## src/rtl/uart_rx_buffer.sv

```systemverilog
// uart_rx_buffer
//   8N1 UART receiver feeding a first-word-fall-through FIFO.
//   The rx line is synchronized with two flops. Each byte is sampled at
//   mid-bit and pushed into the FIFO one cycle after its stop bit is
//   sampled high. A low stop bit raises a one-cycle frame_err pulse and
//   discards the byte. The receiver then waits for the line to return high,
//   so a held-low break line reports only one error.
//
// Parameters
//   CLKS_PER_BIT  clk cycles per UART bit (even, >= 8)
//   DEPTH         FIFO entries (power of 2, >= 2)
//
// Ports
//   clk        in   sole clock, rising edge
//   rst        in   synchronous active-high reset
//   rx         in   asynchronous UART line, idle high
//   rx_en      in   new frames may start while high (checked only when idle)
//   m_data     out  FIFO head byte, 0x00 while empty
//   m_valid    out  FIFO holds at least one byte
//   m_ready    in   consumer takes the head byte this cycle
//   count      out  number of bytes held, 0..DEPTH
//   frame_err  out  one-cycle pulse on a bad stop bit
//   overflow   out  sticky; a byte was dropped because the FIFO was full
module uart_rx_buffer #(
  parameter int CLKS_PER_BIT = 16,
  parameter int DEPTH        = 8
) (
  input  logic                     clk,
  input  logic                     rst,
  input  logic                     rx,
  input  logic                     rx_en,
  output logic [7:0]               m_data,
  output logic                     m_valid,
  input  logic                     m_ready,
  output logic [$clog2(DEPTH):0]   count,
  output logic                     frame_err,
  output logic                     overflow
);

  localparam int AW = $clog2(DEPTH);
  localparam int CW = $clog2(CLKS_PER_BIT);

  localparam logic [CW-1:0] HALF_LAST = CW'(CLKS_PER_BIT / 2 - 1);
  localparam logic [CW-1:0] BIT_LAST  = CW'(CLKS_PER_BIT - 1);
  localparam logic [CW-1:0] CNT_ONE   = CW'(1);
  localparam logic [AW:0]   FULL      = (AW+1)'(DEPTH);
  localparam logic [AW:0]   COUNT_ONE = (AW+1)'(1);
  localparam logic [AW-1:0] PTR_ONE   = AW'(1);

  localparam logic [2:0] S_IDLE      = 3'd0;
  localparam logic [2:0] S_START     = 3'd1;
  localparam logic [2:0] S_DATA      = 3'd2;
  localparam logic [2:0] S_STOP      = 3'd3;
  localparam logic [2:0] S_WAIT_HIGH = 3'd4;

  logic          rxSync1_q, rxSync2_q;
  logic [2:0]    state_q, state_d;
  logic [CW-1:0] bitCnt_q, bitCnt_d;
  logic [2:0]    bitIdx_q, bitIdx_d;
  logic [7:0]    shift_q, shift_d;
  logic          push_q, push_d;
  logic          frameErr_q, frameErr_d;

  logic [7:0]    mem_q [DEPTH];
  logic [AW-1:0] wrPtr_q, rdPtr_q;
  logic [AW:0]   count_q, count_d;
  logic          overflow_q;
  logic          doPush, doPop;

  // Two-flop synchronizer. Both flops reset to the idle-high level, so
  // leaving reset never looks like a start bit.
  always_ff @(posedge clk) begin
    if (rst) begin
      rxSync1_q <= 1'b1;
      rxSync2_q <= 1'b1;
    end else begin
      rxSync1_q <= rx;
      rxSync2_q <= rxSync1_q;
    end
  end

  // Receive FSM next-state logic.
  // START waits half a bit and confirms the line is still low; otherwise the
  // edge is treated as a glitch. From then on one sample is taken every full
  // bit period, so each sample lands near the middle of its bit.
  always_comb begin
    state_d    = state_q;
    bitCnt_d   = bitCnt_q;
    bitIdx_d   = bitIdx_q;
    shift_d    = shift_q;
    push_d     = 1'b0;
    frameErr_d = 1'b0;
    case (state_q)
      S_IDLE: begin
        if (!rxSync2_q && rx_en) begin
          state_d  = S_START;
          bitCnt_d = '0;
        end
      end
      S_START: begin
        if (bitCnt_q == HALF_LAST) begin
          bitCnt_d = '0;
          if (!rxSync2_q) begin
            state_d  = S_DATA;
            bitIdx_d = '0;
          end else begin
            state_d = S_IDLE;
          end
        end else begin
          bitCnt_d = bitCnt_q + CNT_ONE;
        end
      end
      S_DATA: begin
        if (bitCnt_q == BIT_LAST) begin
          bitCnt_d = '0;
          shift_d  = {rxSync2_q, shift_q[7:1]};
          if (bitIdx_q == 3'd7) begin
            state_d = S_STOP;
          end else begin
            bitIdx_d = bitIdx_q + 3'd1;
          end
        end else begin
          bitCnt_d = bitCnt_q + CNT_ONE;
        end
      end
      S_STOP: begin
        if (bitCnt_q == BIT_LAST) begin
          bitCnt_d = '0;
          if (rxSync2_q) begin
            push_d  = 1'b1;
            state_d = S_IDLE;
          end else begin
            frameErr_d = 1'b1;
            state_d    = S_WAIT_HIGH;
          end
        end else begin
          bitCnt_d = bitCnt_q + CNT_ONE;
        end
      end
      S_WAIT_HIGH: begin
        if (rxSync2_q) begin
          state_d = S_IDLE;
        end
      end
      default: state_d = S_IDLE;
    endcase
  end

  // Receive FSM registers. push_q delays the FIFO write by one cycle after
  // the stop-bit sample. shift_q stays stable during that cycle because the
  // FSM is back in IDLE.
  always_ff @(posedge clk) begin
    if (rst) begin
      state_q    <= S_IDLE;
      bitCnt_q   <= '0;
      bitIdx_q   <= '0;
      shift_q    <= '0;
      push_q     <= 1'b0;
      frameErr_q <= 1'b0;
    end else begin
      state_q    <= state_d;
      bitCnt_q   <= bitCnt_d;
      bitIdx_q   <= bitIdx_d;
      shift_q    <= shift_d;
      push_q     <= push_d;
      frameErr_q <= frameErr_d;
    end
  end

  // FIFO handshake. A push into a full FIFO is still accepted when a pop
  // happens in the same cycle, because the pop frees the slot being written.
  assign m_valid = (count_q != '0);
  assign doPop   = m_valid & m_ready;
  assign doPush  = push_q & ((count_q != FULL) | doPop);

  always_comb begin
    count_d = count_q;
    case ({doPush, doPop})
      2'b10:   count_d = count_q + COUNT_ONE;
      2'b01:   count_d = count_q - COUNT_ONE;
      default: count_d = count_q;
    endcase
  end

  // Storage array. It has no reset; the count and pointers determine which
  // entries are valid.
  always_ff @(posedge clk) begin
    if (doPush) begin
      mem_q[wrPtr_q] <= shift_q;
    end
  end

  // Pointers, occupancy and the sticky overflow flag. DEPTH is a power of
  // two, so the pointers wrap naturally.
  always_ff @(posedge clk) begin
    if (rst) begin
      wrPtr_q    <= '0;
      rdPtr_q    <= '0;
      count_q    <= '0;
      overflow_q <= 1'b0;
    end else begin
      if (doPush) begin
        wrPtr_q <= wrPtr_q + PTR_ONE;
      end
      if (doPop) begin
        rdPtr_q <= rdPtr_q + PTR_ONE;
      end
      count_q <= count_d;
      if (push_q && (count_q == FULL) && !doPop) begin
        overflow_q <= 1'b1;
      end
    end
  end

  assign m_data    = m_valid ? mem_q[rdPtr_q] : 8'h00;
  assign count     = count_q;
  assign frame_err = frameErr_q;
  assign overflow  = overflow_q;

endmodule

```

## config.mk

```make
export PLATFORM = sky130hd
export DESIGN_NAME = uart_rx_buffer
export DESIGN_NICKNAME = d
export VERILOG_FILES = /design/src/rtl/uart_rx_buffer.sv
export SDC_FILE = /design/constraint.sdc
export NUM_CORES = 1
export LEC_CHECK = 0
export ABC_AREA = 0
export CAP_MARGIN = 20
export CORE_UTILIZATION = 28
export CTS_CLUSTER_DIAMETER = 80
export DETAILED_ROUTE_END_ITERATION = 10
export GPL_TIMING_DRIVEN = 0
export PLACE_DENSITY_LB_ADDON = 0.12
export REMOVE_ABC_BUFFERS = 1
export SLEW_MARGIN = 5
export SYNTH_ARGS = -nofsm -noshare
export SYNTH_HDL_FRONTEND = slang
export SYNTH_SLANG_ARGS = --single-unit
```

## constraint.sdc

```tcl
create_clock -name clk -period 2.3 [get_ports clk]
set_input_delay 0.23 -clock clk [delete_from_list [all_inputs] [get_ports clk]]
set_output_delay 0.23 -clock clk [all_outputs]
set_load 0.02 [all_outputs]
```

== Yosys cells after proc, flatten, opt, wreduce, memory -nomap -nowiden ==
Memory sizes are Yosys's and may differ from the RTL's. A register that Yosys moved wholly into a read port is not among the register bits.
Cells that the tools add are included.

* Bits in registers: 33
* Memory bits (writable): 64
* Input port bits: 5
* Output and inout bits: 15
* Logic and storage cells: 85
* Memories kept: 1

* $add $sub $neg: 6
* Equality and inequality tests: 19
* Mux-type cells: 26
* Bitwise gates (word level): 5
* Reductions and logical operators: 16

{| class="wikitable"
|+ Memory list
! name !! depth !! bits a word !! rd ports !! clocked after Yosys merged registers in !! wr ports !! RTL line !! RTL
|-
| mem_q || 8 || 8 || 1 || 1 || 1 || 64 || <nowiki>logic [7:0] mem_q [DEPTH];</nowiki>
|}

{| class="wikitable"
|+ Operators by type and width
! operator !! number
|-
| 3-bit two-way mux || 13
|-
| 2-bit != test, second input constant || 8
|-
| 3-bit one-hot mux with 5 select lines || 1
|-
| 4-bit two-way mux || 3
|-
| 4-bit one-hot mux with 3 select lines || 1
|-
| 3-bit by 1-bit adder with 3-bit output, second input constant || 3
|-
| 4-bit by 1-bit adder with 4-bit output, second input constant || 2
|-
| 4-bit == test, second input constant || 2
|-
| 8-bit two-way mux || 1
|-
| 4-bit one-hot mux with 2 select lines || 1
|-
| 3-bit by 2-bit == test with 1-bit output, second input constant || 2
|-
| 3-bit == test, second input constant || 2
|-
| 3-bit one-hot mux with 2 select lines || 1
|-
| 6-bit AND reduction || 1
|-
| 5-bit AND reduction || 1
|-
| 4-bit by 3-bit == test with 1-bit output, second input constant || 1
|-
| 1-bit two-way mux || 4
|-
| 4-bit != test, second input constant || 1
|-
| 2-bit AND reduction || 2
|-
| 2-bit nonzero test || 2
|-
| 4-bit nonzero test || 1
|-
| 4-bit by 1-bit subtractor with 4-bit output, second input constant || 1
|-
| 3-bit by 1-bit == test with 1-bit output, second input constant || 1
|-
| 1-bit logical AND || 3
|-
| 11 further kinds || 14
|}

== Logic depth before layout (Yosys ltp) ==
Gate-level depths: netlist (run 1).

* Word-level depth: 6
* Depth in mapped cells: 11
* Mapped depth without buffers: 10

== Worst setup path after synthesis (run 1) ==
Ideal clock, no wire load.

* Kind: reg2reg
* Start point: register count_q[0], in the netlist count[0]
* End point: register count_q[2], in the netlist count[2]
* Setup time: 0.132 ns
* Data arrival time: 2.093 ns
* Data required time: 2.168 ns
* Setup slack: 0.075 ns
* Cell stages (with the launch flop): 12
* Buffers on the path: 1
* Period minus slack after synthesis: 2.225 ns
* Cells stage by stage: dfxtp_1 buf_6 or3_4 nor2_8 inv_4 nand2_1 xnor2_1 ha_1 inv_1 a2111oi_4 a221oi_2 o221ai_2

* Cells in the longest elaborated chain, start to end: 6
* Elaborated cells between the ends (all ways): 11
* Classes of those cells: add/sub (2); eq/ne (3); mux (1); bitwise (3); reduce/logical (2)

{| class="wikitable"
|+ Ends and longest elaborated chain
! element !! RTL line !! RTL
|-
| start, declared || 66 || <nowiki>logic [AW:0] count_q, count_d;</nowiki>
|-
| start signal, assigned || 208 || <nowiki>count_q <= count_d;</nowiki>
|-
| 4-bit nonzero test * || 172 || <nowiki>assign m_valid = (count_q != '0);</nowiki>
|-
| net m_valid || 33 || <nowiki>output logic m_valid,</nowiki>
|-
| 1-bit bitwise AND * || 173 || <nowiki>assign doPop = m_valid & m_ready;</nowiki>
|-
| 1-bit OR || 174 || <nowiki>assign doPush = push_q & ((count_q != FULL) | doPop);</nowiki>
|-
| 1-bit bitwise AND || 174 ||
|-
| 2-bit by 1-bit == test with 1-bit output or 2-bit == test (tied branches) || 178 || <nowiki>case ({doPush, doPop})</nowiki>
|-
| 4-bit one-hot mux with 2 select lines or 2-bit nonzero test (tied branches) || - ||
|}

The timed path passes the listed nets; every way through them passes the cells marked *.
A chain may end at the register's enable or synchronous reset.

== Final worst setup path (run 1) ==
* Start point: register count_q[0], in the netlist count[0]
* End point: register count_q[2], in the netlist count[2]

* Cells in the longest elaborated chain, start to end: 6
* Elaborated cells between the ends (all ways): 11
* Classes of those cells: add/sub (2); eq/ne (3); mux (1); bitwise (3); reduce/logical (2)

{| class="wikitable"
|+ Ends and longest elaborated chain
! element !! RTL line
|-
| 4-bit nonzero test || 172
|-
| 1-bit bitwise AND || 173
|-
| 1-bit OR || 174
|-
| 1-bit bitwise AND || 174
|-
| 2-bit by 1-bit == test with 1-bit output or 2-bit == test (tied branches) || 178
|-
| 4-bit one-hot mux with 2 select lines or 2-bit nonzero test (tied branches) || -
|}

Parallel ways exist; a longest one is shown, timed or not.

==> impl_results.md, run 1 <==
- Core area: 0.0146 mm2
- Synth Warn #: 0
- Final hold viol count: 0
- Async S/R FF share, synth: 0
- Seq pwr share: 0.415
- Die width: 125 um
- Worst r2r dst: count[2]
- PD cells: 983 mW/mm2
- Cells on worst reg2reg path: 10
- Die Area: 0.0156 mm2
- Vias in the first global route: 2467
- Compound-Gate Fraction of Synth Area: 0.0611
- Starting Density: 0.289
- Clock sinks: 100
- Setup Crit Path Kind: flop to flop
- DR iter-0 viols: 192
- Hold slack: 0.410 ns
- Vias: 2381
- CTS Buf Count: 9
- # rows: 44
- Comb pwr share: 0.258
- Initial antenna violation count: 0
- Run status: finished, violations left
- Tmin final: 2.18 ns
- Final Max Slew Viols: 0
- Synthesis-stage register bit count: 100
- Vias per inst: 4.65
- Synth cell count leaders: edfxtp_1, nor2_1, dfxtp_1
- Unrepaired setup endpoints after global routing: true
- Ratio of final minimum period to clock period: 0.949
- Reg-to-reg startpoint: count[0]
- Avg Cell Area, Syn: 14.2 um2
- Tot Pwr: 4.97 mW
- Simple-Gate Fraction of Synth Area: 0.118
- Psw: 1.40 mW
- Port Buf Inserts: 19
- ANT cells: 0
- Final worst slack: 0.117 ns
- Share of cells above drive strength 1: 0.220
- Most frequent cell after synthesis: edfxtp_1
- Clock tree buffer depth: 2
- Leakage: 1.68 nW
- Hold wc startpoint: rxSync1_q
- Post-synthesis mux area share: 0.137
- Yosys top cell area share: 0.454
- CTS H-tree lvls: 3
- Peak supply drop: 0.406 mV
- Peak Freq: 458 MHz
- Fillers: 1462
- Post-DRT Antenna Nets: 0
- Area of the multi-input gates: 0.00152 mm2
- Hold path endpoint: rxSync2_q
- Clk_lat worst skew: 0.34 ns
- Residual DRC: 6
- Slew HR: 0.468
- WP data arrival: 2.40 ns
- Total global routing overflow: 0
- Synth cell types: 47
- Post-synth EDFFs: 64
- Worst min path class: flop to flop
- Most used DFF post-synth: edfxtp_1
- Sw frac: 0.282
- CTS tree: yes
- Final setup fails: 0
- Max FO, Critical Path: 9
- Total routed wirelength: 8460 um
- Critical path endpoint category: flop
- Root buffer cell: clkbuf_16
- Synth-to-Final Area Change: 19.3%
- First-pass GRT wire length: 13700 um
- Failing checks: DRC
- Cells on Worst Hold Path: 1
- Int Power: 3.57 mW
- Post-synthesis cell count: 299
- Final #Nets: 334
- Top cells by area, synth: edfxtp_1, dfxtp_1, mux4_2
- Number of max-cap violations: 0
- Clock power share: 0.327
- R2r setup slk: 0.12 ns
- Post-Syn Area: 0.00424 mm2
- FF/Latch Area: 0.00266 mm2
- Hold_buf cts: 0
- Register area share after synthesis: 0.624
- Req. time, crit path: 2.51 ns
- Largest family of logic cells by synthesized area: multiplexers
- Reg clk slew, reported paths: 0.06 ns
- Routed length per instance: 16.5 um
- I/O Pins: 20
- Layout Skew: 0.00730 ns
- TritonRoute pass-1 iters: 7
- Slew at the pin closest to its max-slew limit: 0.798 ns
- Fraction of the mapped netlist area in adder cells: 0.0177
- Dpl ws: -0.261 ns
- Post-synthesis xor/xnor area fraction: 0.0165
- Dpl hpwl: 5380 um
- Total global-route track usage: 0.119
- Pin count of the biggest net entering global routing: 41
- Post-synth top area cell: edfxtp_1
- GP Congestion: 0.746
- Vert. Die Dim: 125 um
- Startpoint types: flop
[timing repair]
item	CTS	global route
endpoints found under the setup margin	10	28
pin swaps	1	2
resized for setup	13	7
buffers inserted	5	0
[per-stage QoR]
| step | util | setup TNS [ns] | instance area, um2 | std cells |
|---|---|---|---|---|
| 2_1_floorplan | - | 0 | 4150 | 282 |
| 6_report | 0.345 | 0 | 5050 | 512 |
| 4_1_cts | 0.344 | 0 | 5040 | 512 |
| 5_1_grt | 0.345 | -0.0201 | 5050 | 512 |
| 3_3_place_gp | 0.312 | -39.78 | 4570 | 485 |
| 3_5_place_dp | 0.318 | -5.56 | 4650 | 491 |
[worst max-delay path by stage]
stage          startpoint     endpoint  slack [ns]  cells after the start
2_1_floorplan    count[2]  mem_q[0][0]        0.07                      3
3_3_place_gp      m_ready  mem_q[0][4]       -1.14                      4
3_5_place_dp      m_ready     count[2]       -0.26                      9
4_1_cts          count[0]     count[2]       0.001                     10
5_1_grt          count[0]     count[2]       -0.02                     10
6_report         count[0]     count[2]        0.12                     10
[critical path, cell delays in order (launching register included)]
cell       delay, ns
dfxtp_2         0.38
or3_4           0.45
nor2_8          0.16
inv_4           0.07
nand2_1         0.12
xnor2_1         0.09
ha_1            0.22
inv_1           0.10
a2111oi_4       0.05
a221oi_2        0.29
o221ai_2        0.12
[area by class of cell]
| type | instances | share of cell area |
|---|---|---|
| Clock buffer | 9 | 0.0446 |
| Timing Repair Buffer | 30 | 0.0599 |
| Multi-Input combinational cell | 178 | 0.302 |
| Clock inverter | 7 | 0.0193 |
| Inverter | 4 | 0.00347 |
| Tap cell | 184 | 0.0456 |
| Sequential cell | 100 | 0.526 |
[power by group through the flow]
stage	combinational, mW	clock, mW	sequential [mW]
6_report	1.28	1.62	2.06
5_1_grt	1.39	1.74	2.08
4_1_cts	1.33	1.68	2.06
3_5_place_dp	1.16	0	2.11
3_3_place_gp	1.06	0	2.15
2_1_floorplan	0.685	0	2.12
[cell families (layout without fill, tap and decap cells)]
family          Yosys count  after routing
compound gates           30             30
fa+ha+maj                 6              6
buf+inv                  21             50
flops                   100            100
xor+xnor                  8              8
mux                      38             38
simple gates             96             96
[routing by layer]
metal | routed length [um] | vias to the layer above | global-route usage
met4 | 110 | 0 | 0.0387
met5 | 0 | - | 0
met2 | 4020 | 35 | 0.191
li1 | - | 1174 | -
met3 | 271 | 9 | 0.0347
met1 | 4060 | 1163 | 0.155
[layout by cell type, fill, tap and decap left out, types with 3 or more instances in the layout]
| master | Yosys | routed |
|---|---|---|
| clkbuf_16 | 0 | 9 |
| dlygate4sd2_1 | 0 | 8 |
| ha_1 | 6 | 6 |
| a31oi_1 | 3 | 3 |
| nor2_1 | 42 | 38 |
| nor2_2 | 0 | 4 |
| xor2_1 | 4 | 4 |
| xnor2_1 | 4 | 4 |
| nor4_1 | 4 | 3 |
| nand3_1 | 6 | 6 |
| nor2b_1 | 3 | 3 |
| nor3_2 | 0 | 4 |
| mux2i_1 | 21 | 21 |
| o21ai_0 | 4 | 4 |
| nand3b_1 | 3 | 3 |
| nand2b_1 | 9 | 9 |
| a21oi_1 | 7 | 7 |
| mux4_2 | 16 | 16 |
| edfxtp_1 | 64 | 64 |
| buf_4 | 0 | 8 |
| dfxtp_1 | 36 | 31 |
| inv_1 | 3 | 3 |
| dfxtp_4 | 0 | 3 |
| clkdlybuf4s50_1 | 0 | 10 |
| nand2_1 | 11 | 11 |
[sequential cells by signal, summed over array words and instances (netlist names), 3 cells and up, named ones only]
signal,count
bitCnt_q,4
bitIdx_q,3
count,4
mem_q,64
rdPtr_q,3
shift_q,8
state_q,3
wrPtr_q,3
No activity file was read; power rests on OpenSTA's default activity.
==> inputs of run 2 (changes only) <==
Settings changed: TNS_END_PERCENT set to 5.
==> run 2 against run 1 <==
Sequential power is essentially flat. Fmax rose by 0.15%. Combinational power shrank 8%. Total power fell by 2.1%. Largest cell class unchanged. Flip-flop and latch count unchanged. The run still ends with DRC left. Utilization shrank 0.23 points. First-iteration DRC count down 23%. Via count decreased by 1.3%. Register-to-register slack gained 0.02 ns. Die area unchanged. Critical endpoint is now m_data[6]. Worst hold slack about the same.
==> impl_results.md, run 2 (synthesized netlist as in run 1, its figures left out) <==
- Run status: finished, violations left (unchanged)
- Failing checks: DRC (unchanged)
- Reg clk slew, reported paths: 0.07 ns (was 0.06 ns)
- Starting Density: 0.289 (unchanged)
- Fin Setup TNS: 0 ns (unchanged)
- Hold path endpoint: rxSync2_q (unchanged)
- Total global routing overflow: 0 (unchanged)
- Biggest register: mem_q (unchanged)
- Peak supply drop: 0.401 mV (was 0.406 mV)
- CTS Buf Count: 9 (unchanged)
- Routed length per instance: 16.4 um (was 16.5 um)
- First-pass GRT wire length: 13700 um (about the same)
- Die width: 125 um (unchanged)
- Worst r2r dst: count[2] (unchanged)
- CP Cell Sequence: buf_12 > mux4_2 > mux2i_1 > nor2_1 > dlygate4sd2_1 (was or3_4 > nor2_8 > inv_4 > nand2_1 > xnor2_1 > ha_1 > inv_1 > a2111oi_4 > a221oi_2 > o221ai_2)
- Area of the multi-input gates: 0.00152 mm2 (about the same)
- Vias in the first global route: 2459 (was 2467)
- # rows: 44 (unchanged)
- Fillers: 1464 (was 1462)
- PD cells: 968 mW/mm2 (was 983 mW/mm2)
- Hold wc startpoint: rxSync1_q (unchanged)
- Die Area: 0.0156 mm2 (unchanged)
- Leakage: 1.67 nW (was 1.68 nW)
- Cells on Worst Hold Path: 1 (unchanged)
- Vert. Die Dim: 125 um (unchanged)
- Busiest layer in global routing: met2 (unchanged)
- Total routed wirelength: 8380 um (was 8460 um)
- Number of max-cap violations: 0 (unchanged)
- Clk_lat worst skew: 0.34 ns (about the same)
- Ratio of final minimum period to clock period: 0.948 (was 0.949)
- Reg-to-reg startpoint: count[0] (unchanged)
- Placed inst area: 0.00465 mm2 (unchanged)
- Max FO, Critical Path: 4 (was 9)
- Layout Skew: 0.00707 ns (was 0.00730 ns)
- Residual DRC: 6 (unchanged)
- Hold_buf cts: 0 (unchanged)
- Initial antenna violation count: 0 (unchanged)
- Root buffer cell: clkbuf_16 (unchanged)
- Share of cells above drive strength 1: 0.212 (was 0.220)
- Clock sinks: 100 (unchanged)
- CTS tree: yes (unchanged)
- Total global-route track usage: 0.118 (was 0.119)
- TritonRoute pass-1 iters: 7 (unchanged)
- I/O Pins: 20 (unchanged)
- Post-DRT Antenna Nets: 0 (unchanged)
- ANT cells: 0 (unchanged)
- Cells on worst reg2reg path: 10 (unchanged)
- Clock tree buffer depth: 2 (unchanged)
- Vias: 2351 (was 2381)
- WP buf/inv: 2 (unchanged)
- M1 GR Usage: 0.154 (was 0.155)
- Slowest CP cell: mux4_2 (was or3_4)
- Setup Crit Path Kind: flop to output port (was flop to flop)
- DR iter-0 viols: 148 (was 192)
- Peak Freq: 459 MHz (was 458 MHz)
- Final #Nets: 332 (was 334)
- Tmin final: 2.18 ns (about the same)
- Max stage delay on crit path: 0.49 ns (was 0.45 ns)
- Startpoint types: flop (unchanged)
- CTS H-tree lvls: 3 (unchanged)
- Non-filler cells, final: 510 (was 512)
- GP Congestion: 0.746 (unchanged)
- Biggest regs: mem_q: 64 flops, shift_q: 8 flops (unchanged)
- CP delay by family, top: multiplexers (was simple AND/OR/NAND/NOR gates)
- Largest register FFs: 64 (unchanged)
- Final setup fails: 0 (unchanged)
- Most common cell after layout, fill and taps aside: edfxtp_1 (unchanged)
- R2r setup slk: 0.14 ns (was 0.12 ns)
- Synth-to-Final Area Change: 18.5% (was 19.3%)
- Post-route design area: 0.00502 mm2 (was 0.00505 mm2)
- Slew HR: 0.399 (was 0.468)
- Most frequent cells in the layout: edfxtp_1, nor2_1, dfxtp_1 (unchanged)
- Pin count of the biggest net entering global routing: 41 (unchanged)
- Port Buf Inserts: 19 (unchanged)
- Slew at the pin closest to its max-slew limit: 0.898 ns (was 0.798 ns)
- Met2 Use GR: 0.189 (was 0.191)
- Dpl hpwl: 5380 um (unchanged)
- Req. time, crit path: 2.07 ns (was 2.51 ns)
- Final Max Slew Viols: 0 (unchanged)
- Core area: 0.0146 mm2 (unchanged)
- Grt met3 use: 0.0351 (was 0.0347)
- Worst min path class: flop to flop (unchanged)
- Placed cell count: 491 (unchanged)
- WP data arrival: 1.95 ns (was 2.40 ns)
- Critical path endpoint category: output port (was flop)
- FF/Latch Area: 0.00265 mm2 (was 0.00266 mm2)
- Final hold viol count: 0 (unchanged)
- Vias per inst: 4.61 (was 4.65)
-- run 2: changes by cell type in the layout (fill, tap and decap cells not counted) --
cell / before / now
nor2b_1: 3 / 2
clkdlybuf4s50_1: 10 / 9
dlygate4sd2_1: 8 / 9
buf_12: 2 / 1
nor2_2: 4 / 2
dfxtp_4: 3 / 2
nor2_1: 38 / 40
nor2b_2: 0 / 1
dfxtp_2: 2 / 3
buf_4: 8 / 7
-- run 2: routing by layer --
metal / vias up / share of wire
li1: 1170 / -
met1: 1141 / 0.48
met4: 0 / 0.011
met5: - / 0
met3: 7 / 0.032
met2: 33 / 0.48
-- run 2: repair_timing --
item | CTS | global route
gates cloned | 0 | 0
pin swaps | 0 | 2
buffers inserted | 1 | 2
endpoints found under the setup margin | 10 | 25
resized for setup | 13 | 6
-- run 2: how the worst max path moves through the flow --
stage | start | to | cells after the start
finish | flop | m_data[6] | 5
detailed placement | m_ready | count[2] | 9
CTS | count[1] | count[2] | 10
global route | count[1] | count[2] | 10
global placement | m_ready | mem_q[0][4] | 4
floorplan | count[2] | mem_q[0][0] | 3
-- run 2: worst register-to-register path, stage by stage (launching register included) --
cell	delay, ns
dfxtp_2	0.38
or3_4	0.45
nor2_8	0.15
inv_4	0.06
nand2_1	0.12
xnor2_1	0.09
ha_1	0.22
inv_1	0.10
a2111oi_4	0.05
a221oi_2	0.30
o221ai_2	0.12
-- run 2: area by class of cell --
class | instances | share of cell area
multi-input cells | 178 | 0.303
flip-flops and latches | 100 | 0.529
repair buffers | 28 | 0.0546
clock buffers | 9 | 0.0449
clock inverters | 7 | 0.0194
inverters | 4 | 0.00349
well taps | 184 | 0.0459
-- run 2: power by group --
part	internal (mW)	leakage (nW)	switching, mW
Combinational	0.587	0.626	0.593
Clock	0.959	0.154	0.663
Sequential	1.94	0.887	0.116
-- run 2: through the flow --
| step | hold WS [ns] | utilization | total power [mW] | worst slack, ns |
|---|---|---|---|---|
| floorplan | 0.299 | - | 2.80 | 0.0652 |
| global placement | 0.392 | 0.312 | 3.21 | -1.14 |
| detailed placement | 0.398 | 0.318 | 3.27 | -0.261 |
| CTS | 0.415 | 0.341 | 4.89 | -0.116 |
| global route | 0.424 | 0.343 | 5.11 | -0.00367 |
| finish | 0.410 | 0.343 | 4.86 | 0.120 |
==> inputs of run 3 (changes only) <==
Settings changed: GPL_ROUTABILITY_DRIVEN set to 0, TNS_END_PERCENT 5 to 10.
==> results of run 3 <==
The final DEF is identical to that of run 2; final timing and power are the same.
